$ cat src/rtl/ps_stage_pkg.sv
// ps_stage_pkg: field widths, packet/instruction layouts and output FIFO depth for the PS stage
package ps_stage_pkg;
  localparam int DEST_W = 8;
  localparam int DATA_W = 16;
  localparam int CG_W = 4;
  localparam int OP_W = 6;
  localparam int FIFO_DEPTH = 3;
  typedef struct packed {
    logic [CG_W-1:0] cg;
    logic [DEST_W-1:0] dest;
    logic [DATA_W-1:0] data;
  } pkt_in_t;
  typedef struct packed {
    logic [CG_W-1:0] cg;
    logic [DEST_W-1:0] next_dest;
    logic [OP_W-1:0] opcode;
    logic cpy;
    logic [DATA_W-1:0] data;
  } pkt_out_t;
  typedef struct packed {
    logic v;
    logic [OP_W-1:0] opcode;
    logic [DEST_W-1:0] next_dest;
    logic cpy;
  } inst_t;
endpackage

$ cat src/rtl/ps_stage_if.sv
// ps_stage_if: PS stage bus (upstream handshake, downstream handshake, program-load port, error flag)
interface ps_stage_if import ps_stage_pkg::*; ();
  logic Send_in, Ack_out, Send_out, Ack_in, PS_WE, ERR_out;
  pkt_in_t PACKET_IN;
  pkt_out_t PACKET_OUT;
  logic [DEST_W-1:0] PS_WADDR;
  inst_t PS_WDATA;
  modport master (output Send_in, PACKET_IN, Ack_in, PS_WE, PS_WADDR, PS_WDATA,
                  input Ack_out, Send_out, PACKET_OUT, ERR_out);
  modport slave (input Send_in, PACKET_IN, Ack_in, PS_WE, PS_WADDR, PS_WDATA,
                 output Ack_out, Send_out, PACKET_OUT, ERR_out);
endinterface

$ cat src/rtl/ps_out_fifo.sv
// ps_out_fifo: W-bit, DEPTH-entry FIFO (clk, async rst, push/din, pop, dout = head, count)
module ps_out_fifo #(
  parameter int W = 8,
  parameter int DEPTH = 3,
  localparam int PW = DEPTH > 1 ? $clog2(DEPTH) : 1,
  localparam int CW = $clog2(DEPTH + 1)
) (
  input  logic clk,
  input  logic rst,
  input  logic push,
  input  logic [W-1:0] din,
  input  logic pop,
  output logic [W-1:0] dout,
  output logic [CW-1:0] count
);
  logic [W-1:0] mem [DEPTH];
  logic [PW-1:0] wr_q, wr_d, rd_q, rd_d;
  logic [CW-1:0] count_q, count_d;
  always_comb begin
    wr_d = push ? (wr_q == PW'(DEPTH - 1) ? '0 : wr_q + PW'(1)) : wr_q;
    rd_d = pop ? (rd_q == PW'(DEPTH - 1) ? '0 : rd_q + PW'(1)) : rd_q;
    count_d = count_q + CW'(push) - CW'(pop);
  end
  always_ff @(posedge clk or posedge rst) begin
    if (rst) begin
      wr_q <= '0;
      rd_q <= '0;
      count_q <= '0;
    end else begin
      wr_q <= wr_d;
      rd_q <= rd_d;
      count_q <= count_d;
    end
  end
  always_ff @(posedge clk) begin
    if (push) mem[wr_q] <= din;
  end
  assign dout = mem[rd_q];
  assign count = count_q;
endmodule

$ cat src/rtl/ps_stage.sv
// ps_stage: program-storage stage (CLK, async MR, bus slave: accept token, read instruction, queue output)
module ps_stage import ps_stage_pkg::*; (
  input logic CLK,
  input logic MR,
  ps_stage_if.slave bus
);
  localparam int CW = $clog2(FIFO_DEPTH + 1);
  inst_t mem [2**DEST_W];
  inst_t rd_word;
  logic inflight_q, inflight_d, err_q, err_d, accept, push, pop;
  logic [CG_W-1:0] cg_q, cg_d;
  logic [DATA_W-1:0] data_q, data_d;
  logic [CW-1:0] count;
  pkt_out_t push_pkt, head;
  assign bus.Ack_out = !MR && (int'(count) + int'(inflight_q) < FIFO_DEPTH);
  assign bus.Send_out = count != '0;
  assign bus.PACKET_OUT = bus.Send_out ? head : '0;
  assign bus.ERR_out = err_q;
  always_comb begin
    accept = bus.Send_in & bus.Ack_out;
    pop = bus.Send_out & bus.Ack_in;
    push = inflight_q & rd_word.v;
    inflight_d = accept;
    cg_d = accept ? bus.PACKET_IN.cg : cg_q;
    data_d = accept ? bus.PACKET_IN.data : data_q;
    err_d = err_q | (inflight_q & !rd_word.v);
    push_pkt = '{cg: cg_q, next_dest: rd_word.next_dest, opcode: rd_word.opcode,
                 cpy: rd_word.cpy, data: data_q};
  end
  always_ff @(posedge CLK or posedge MR) begin
    if (MR) begin
      inflight_q <= 1'b0;
      err_q <= 1'b0;
      cg_q <= '0;
      data_q <= '0;
    end else begin
      inflight_q <= inflight_d;
      err_q <= err_d;
      cg_q <= cg_d;
      data_q <= data_d;
    end
  end
  // Both assignments are non-blocking, so a same-edge write to the read address returns the old word.
  always_ff @(posedge CLK) begin
    if (bus.PS_WE) mem[bus.PS_WADDR] <= bus.PS_WDATA;
    if (accept) rd_word <= mem[bus.PACKET_IN.dest];
  end
  ps_out_fifo #(.W($bits(pkt_out_t)), .DEPTH(FIFO_DEPTH)) u_fifo (
    .clk(CLK),
    .rst(MR),
    .push(push),
    .din(push_pkt),
    .pop(pop),
    .dout(head),
    .count(count)
  );
endmodule
$ cat src/flat_wrapper.sv
// flat-port wrapper written by rule: the top's interface ports become plain ports
module ps_stage_flat import ps_stage_pkg::*;
  (CLK, MR, bus_Send_in, bus_PACKET_IN, bus_Ack_in, bus_PS_WE, bus_PS_WADDR, bus_PS_WDATA, bus_Ack_out, bus_Send_out, bus_PACKET_OUT, bus_ERR_out);
  ps_stage_if bus_i ();
  input logic CLK;
  input logic MR;
  input wire logic [$bits(bus_i.Send_in)-1:0] bus_Send_in;
  input wire logic [$bits(bus_i.PACKET_IN)-1:0] bus_PACKET_IN;
  input wire logic [$bits(bus_i.Ack_in)-1:0] bus_Ack_in;
  input wire logic [$bits(bus_i.PS_WE)-1:0] bus_PS_WE;
  input wire logic [$bits(bus_i.PS_WADDR)-1:0] bus_PS_WADDR;
  input wire logic [$bits(bus_i.PS_WDATA)-1:0] bus_PS_WDATA;
  output wire logic [$bits(bus_i.Ack_out)-1:0] bus_Ack_out;
  output wire logic [$bits(bus_i.Send_out)-1:0] bus_Send_out;
  output wire logic [$bits(bus_i.PACKET_OUT)-1:0] bus_PACKET_OUT;
  output wire logic [$bits(bus_i.ERR_out)-1:0] bus_ERR_out;
  assign bus_i.Send_in = bus_Send_in;
  assign bus_i.PACKET_IN = bus_PACKET_IN;
  assign bus_i.Ack_in = bus_Ack_in;
  assign bus_i.PS_WE = bus_PS_WE;
  assign bus_i.PS_WADDR = bus_PS_WADDR;
  assign bus_i.PS_WDATA = bus_PS_WDATA;
  assign bus_Ack_out = bus_i.Ack_out;
  assign bus_Send_out = bus_i.Send_out;
  assign bus_PACKET_OUT = bus_i.PACKET_OUT;
  assign bus_ERR_out = bus_i.ERR_out;
  ps_stage u_core (.CLK(CLK), .MR(MR), .bus(bus_i));
endmodule
$ cat config.mk
export PLATFORM = sky130hd
export DESIGN_NAME = ps_stage_flat
export DESIGN_NICKNAME = d
export VERILOG_FILES = /design/src/rtl/ps_stage_pkg.sv /design/src/rtl/ps_stage_if.sv /design/src/rtl/ps_out_fifo.sv /design/src/rtl/ps_stage.sv /design/src/flat_wrapper.sv
export SDC_FILE = /design/constraint.sdc
export NUM_CORES = 2
export LEC_CHECK = 0
export BUFFER_PORTS_ARGS = -buffer_cell sky130_fd_sc_hd__buf_2
export CORE_MARGIN = 2
export CORE_UTILIZATION = 57
export DETAILED_ROUTE_END_ITERATION = 6
export GPL_ROUTABILITY_DRIVEN = 1
export GPL_TIMING_DRIVEN = 0
export PLACE_DENSITY = 0.74
export SYNTH_ARGS = -nofsm -noshare
export SYNTH_HDL_FRONTEND = slang
export SYNTH_MEMORY_MAX_BITS = 65536
export SYNTH_SLANG_ARGS = --single-unit
$ cat constraint.sdc
create_clock -name CLK -period 3.3 [get_ports CLK]
set_input_delay 0.495 -clock CLK [delete_from_list [all_inputs] [get_ports CLK]]
set_output_delay 0.495 -clock CLK [all_outputs]
set_load 0.02 [all_outputs]
# Word level (Yosys, flattened, before mapping)
# Memories as Yosys holds them, arrays and structs flattened. A register that Yosys moved wholly into a read port is not among the register bits.
# Cells that the tools add are included.
[totals]
register_bits = 28
latch_bits = 0
ramBits = 4201
romBits = 0
inputBits = 57
out_inout_bits = 38
elab_cells = 33
mem_count = 2
[mem_list]
columns = ["memory", "words", "word_bits", "read_ports", "rd_ports_with_merged_regs", "wr", "line", "rtl"]
rows = [
  ["u_core.mem", 256, 16, 1, 1, 1, "ps_stage.sv:8", "inst_t mem [2**DEST_W];"],
  ["u_core.u_fifo.mem", 3, 35, 1, 0, 1, "ps_out_fifo.sv:16", "logic [W-1:0] mem [DEPTH];"],
]
[op_classes]
add_sub_neg = 5
n_mul = 0
div_mod_pow = 0
magnitude_cmp = 1
n_eq_ne = 2
shift = 0
muxes = 7
bitwise_logic = 5
reduce_logical = 4
[op_table]
columns = ["operator", "count"]
rows = [
  ["two-way mux 35 bit", 1],
  ["less-than comparator 32 x 3 -> 1 bit, second input constant", 1],
  ["adder 2 x 1 -> 2 bit, second input constant", 2],
  ["bitwise AND 1 bit", 4],
  ["== test 2 bit, second input constant", 2],
  ["two-way mux 1 bit", 4],
  ["two-way mux 2 bit", 2],
  ["adder 2 x 1 -> 3 bit", 1],
  ["adder 2 x 1 -> 2 bit", 1],
  ["zero test 1 bit", 2],
  ["nonzero test 2 bit", 1],
  ["subtractor 2 x 1 -> 2 bit", 1],
  ["logical AND 1 bit", 1],
  ["OR 1 bit", 1],
]

# Depth between registers and ports, before layout
[depth]
ltp_word = 4
depth_mapped = 12
depth_no_buf = 9

# Modules after synthesis
# Synthesis repeated with hierarchy kept, for this count alone.
[unflattened]
hier_cells = 7641
area_unflattened_um2 = 163844.6
[by_module_without_submodules]
columns = ["module", "n_inst", "cells_per_inst", "area_per_inst_um2", "seq_area_each_um2"]
rows = [
  ["ps_stage", 1, 7394, 159650.6, 124029.0],
  ["ps_out_fifo", 1, 247, 4194.0, 3303.2],
]

# Worst setup path after synthesis
# No wires, ideal clock.
[synth_path]
kind = "register to register"
start = "register u_core.inflight_q"
end = "memory u_core.u_fifo.mem[1][0] (netlist name), enable pin"
setup_time_ns = 0.481
t_arrival_ns = 3.156
t_required_ns = 2.819
slack_ns = -0.337
path_stages_with_launch = 3
n_path_buf = 0
period_less_slack_ns = 3.637
path_cell_list = "dfrtp_1 -> nand2_1 -> nor3b_1"
[synth_via]
elab_chain_len = 3
[synth_lines]
columns = ["element", "line", "rtl"]
rows = [
  ["from (decl)", "ps_stage.sv:10", "logic inflight_q, inflight_d, err_q, err_d, accept, push, pop;"],
  ["from (signal assigned)", "ps_stage.sv:37", "inflight_q <= inflight_d;"],
  ["bitwise AND 1 bit", "ps_stage.sv:22", "push = inflight_q & rd_word.v;"],
  ["two-way mux 1 bit", "ps_out_fifo.sv:36", "if (push) mem[wr_q] <= din;"],
  ["two-way mux 1 bit (implied by the code)", "ps_out_fifo.sv:36", ""],
  ["to (decl)", "ps_out_fifo.sv:16", ""],
]
# Every way passes these cells.

==> flow_summary.toml <==
[status]
status = "complete, but fails checks"
failed_checks = "DRC, hold timing, setup timing"

[placed_design]
place.gp.congestion = 1.08
dpl_worst_slack_ps = -2840
numPortBuffers = 84
hpwlAfterDp_um = 336000
place_inst = 11600

[layout]
final-seq-area_um2 = 127000
layout.nets = 8355
multi_input_area_um2 = 36200
drive_gt1_frac = 0.293
n_fill_cell = 17600
stdcell_count = 12400
syn_to_final_growth_pct = 15.5
fin_util = 0.661

[clock_tree]
clkTransAtPathRegs_ps = 70
max-clock-path-buffers = 4
cts_htree_levels = 5
root_buffer = "clkbuf_16"
cts_made_buffers = 413
cts_sinks = 4245
cts_tree = "done"
clock_latency_ps = 1020
post-cts-setup-buffers = 0

[min_path]
hp-class = "in2reg"
hold_end = "u_core.mem[33][14]"
hold_depth = 1
hp-start = "bus_PS_WDATA[14]"

[sta]
whs_ps = -9.28
period_minus_slack_ps = 3710
fin_ws_ps = -407
hold_viol_final = 1
slew_violations = 0
setup_violations = 173
rsz0062_at_grt = "yes"
worst_slew_pin_slew_ps = 1350
maxSlewHeadroom = 0.103
skew_ps = 62.6
finalCritPeriodShare = 1.12
max_freq_mhz = 270

[detailed_routing]
dr.max_layer_used = "met5"
wl_met2_um = 231000
wl_per_cell_um = 40.8
dr_wl_met3_um = 65600
vias_per_cell = 7.07
drcViolationCount = 22
drtIter0Drc = 15400
vias = 88000
first_pass_iters = 7
drt-met1-wl_um = 172000
wirelength_um = 508000
postRouteAntennaNets = 0

[logic_synthesis]
synth.top_cell.area_share = 0.769
synthMostInstantiatedCell = "edfxtp_1"
syn_area_per_cell_um2 = 21.9
synth_edf_count = 4217
synthCells = 7535
synth_area_um2 = 165000
ys_seq_elements = 4245
synth_cell_types = 65
yosysSeqAreaShare = 0.773
synthTopCellsByCount = "edfxtp_1, mux4_2, mux2i_1"
synth_nets = 7596
ys.flop_type = "edfxtp_1"
yosys.area.top_type = "edfxtp_1"
yosys-top-cells-area = "edfxtp_1, mux4_2, mux2i_1"
synth_warnings = 0
async_flop_share = 0.00660

[setup_path]
crit_path_start_kind = "primary input"
rr_worst_depth = 6
worstPathRequired_ps = 4070
setup.worst_path.class = "in2reg"
path_max_fanout = 10
r2r_setup_slack_ps = 150
arrival_ps = 4480
rr_startpoint = "u_core.mem[191][1]"
cp-end-kind = "flop"
reg2reg_to = "u_core.push_pkt[23]"

[grt]
grt_max_degree = 165
grt_overflow_total = 0
track_usage = 0.345
antenna_found_initial = 49
first_global_vias = 85000
grt_pass1_wl_um = 689000

[pwr]
peakVddDrop_v = 0.000763
p_int_uw = 88700
swShare = 0.233
p_leak_uw = 0.0606
power.share.clock = 0.407
switching_power_uw = 26900
power_uw = 116000
powerDensity_nw_per_um2 = 608
power.share.sequential = 0.520
comb_power_share = 0.073

[floorplanning]
core_um2 = 288000
row_count = 197
die_h_um = 542
initial_utilization = 0.573
die_w_um = 542
die-area_um2 = 293000
io_pins = 95

[flow_run]
drv_cap = 0
==> how the worst max path moves through the flow <==
stage / to / start / depth (start not counted)
finish: u_core.push_pkt[24] / bus_PACKET_IN[17] / 10
global route: u_core.push_pkt[28] / bus_PACKET_IN[19] / 10
CTS: u_core.push_pkt[25] / bus_PACKET_IN[17] / 10
detailed placement: u_core.push_pkt[29] / bus_PACKET_IN[17] / 10
global placement: u_core.push_pkt[27] / bus_PACKET_IN[17] / 9
floorplan: u_core.push_pkt[24] / bus_PACKET_IN[16] / 8
==> final cells by class <==
class	count	area share
flip-flops and latches	4245	0.669
multi-input cells	2824	0.190
clock buffers	501	0.0563
repair buffers	346	0.0274
well taps	3781	0.0249
plain buffers	454	0.0169
clock inverters	252	0.0140
diodes	23	0.000303
inverters	10	0.000243
==> layout by cell type, fill, tap and decap left out, drive strengths merged, types with 13 or more instances in the layout <==
cell	count
dlygate4sd3	31
bufinv	36
nand4	26
a22o	17
nand2	56
clkbuf	693
o311ai	28
a21oi	111
edfxtp	4217
buf	569
a22oi	36
clkinvlp	15
nor2	335
o22ai	158
inv	19
nor3	56
o21ai	15
nor4	32
and2	18
nand3	26
dfrtp	28
a211oi	47
diode	23
or2b	21
o32ai	29
nand2b	47
a211o	13
o221ai	192
mux2i	611
clkinv	192
mux4	882
mux2	23
==> critical path: stages <==
cell      delay (ps)
buf_4            190
buf_4            390
nand2_4          260
buf_4            280
clkbuf_1         510
o22ai_1          460
o22ai_1          220
nor4_1           580
nand4_1          550
nor3_4           490
==> logic make-up after synthesis <==
logic type / share of synthesized area
adder cells (fa/ha/maj): 0.000304
flip-flops: 0.773
multiplexers: 0.160
AND/OR/NAND/NOR: 0.0186
XOR/XNOR: 0.000106
AO/OA/AOI/OAI: 0.0292
buffers and inverters: 0.0189
==> repair_timing <==
| action | 4_1_cts | 5_1_grt |
|---|---|---|
| pin swaps | 10 | 9 |
| setup endpoints to repair | 62 | 33 |
| hold endpoints to repair | 205 | 4 |
| gates cloned | 0 | 0 |
| hold buffers | 30 | 1 |
| gates resized for setup | 253 | 81 |
==> flip-flops by register name, summed over array words and instances, names as in the netlist <==
name	cells
u_core.u_fifo.rd_q	2
u_core.u_fifo.count	2
u_core.push_pkt	15
u_core.rd_word	1
u_core.u_fifo.wr_q	2
u_core.bus.ERR_out	1
u_core.mem	4096
u_core.u_fifo.mem	105
u_core.data_q	16
u_core.inflight_q	1
u_core.cg_q	4
==> layer usage <==
layer,GRT usage,vias to the layer above
met5,0,-
li1,-,33500
met2,0.515,7458
met3,0.0924,1417
met4,0.220,26
met1,0.454,45500
==> through the flow <==
step / TNS, ps / area [um^2]
2_1_floorplan: 0 / 165000
3_3_place_gp: - / 170000
3_5_place_dp: -721440 / 175000
4_1_cts: -510 / 190000
5_1_grt: -1410 / 190000
6_report: -10730 / 190000
==> power groups by stage <==
stage	clock network, uW	registers (uW)	logic (uW)
after floorplan	0	61100	4210
after global placement	0	61400	7670
after detailed placement	0	61200	8030
after CTS	47000	60100	8240
after global routing	49000	60100	8710
final	47000	60100	8500
Note: power is estimated with default switching activity, not from simulation.
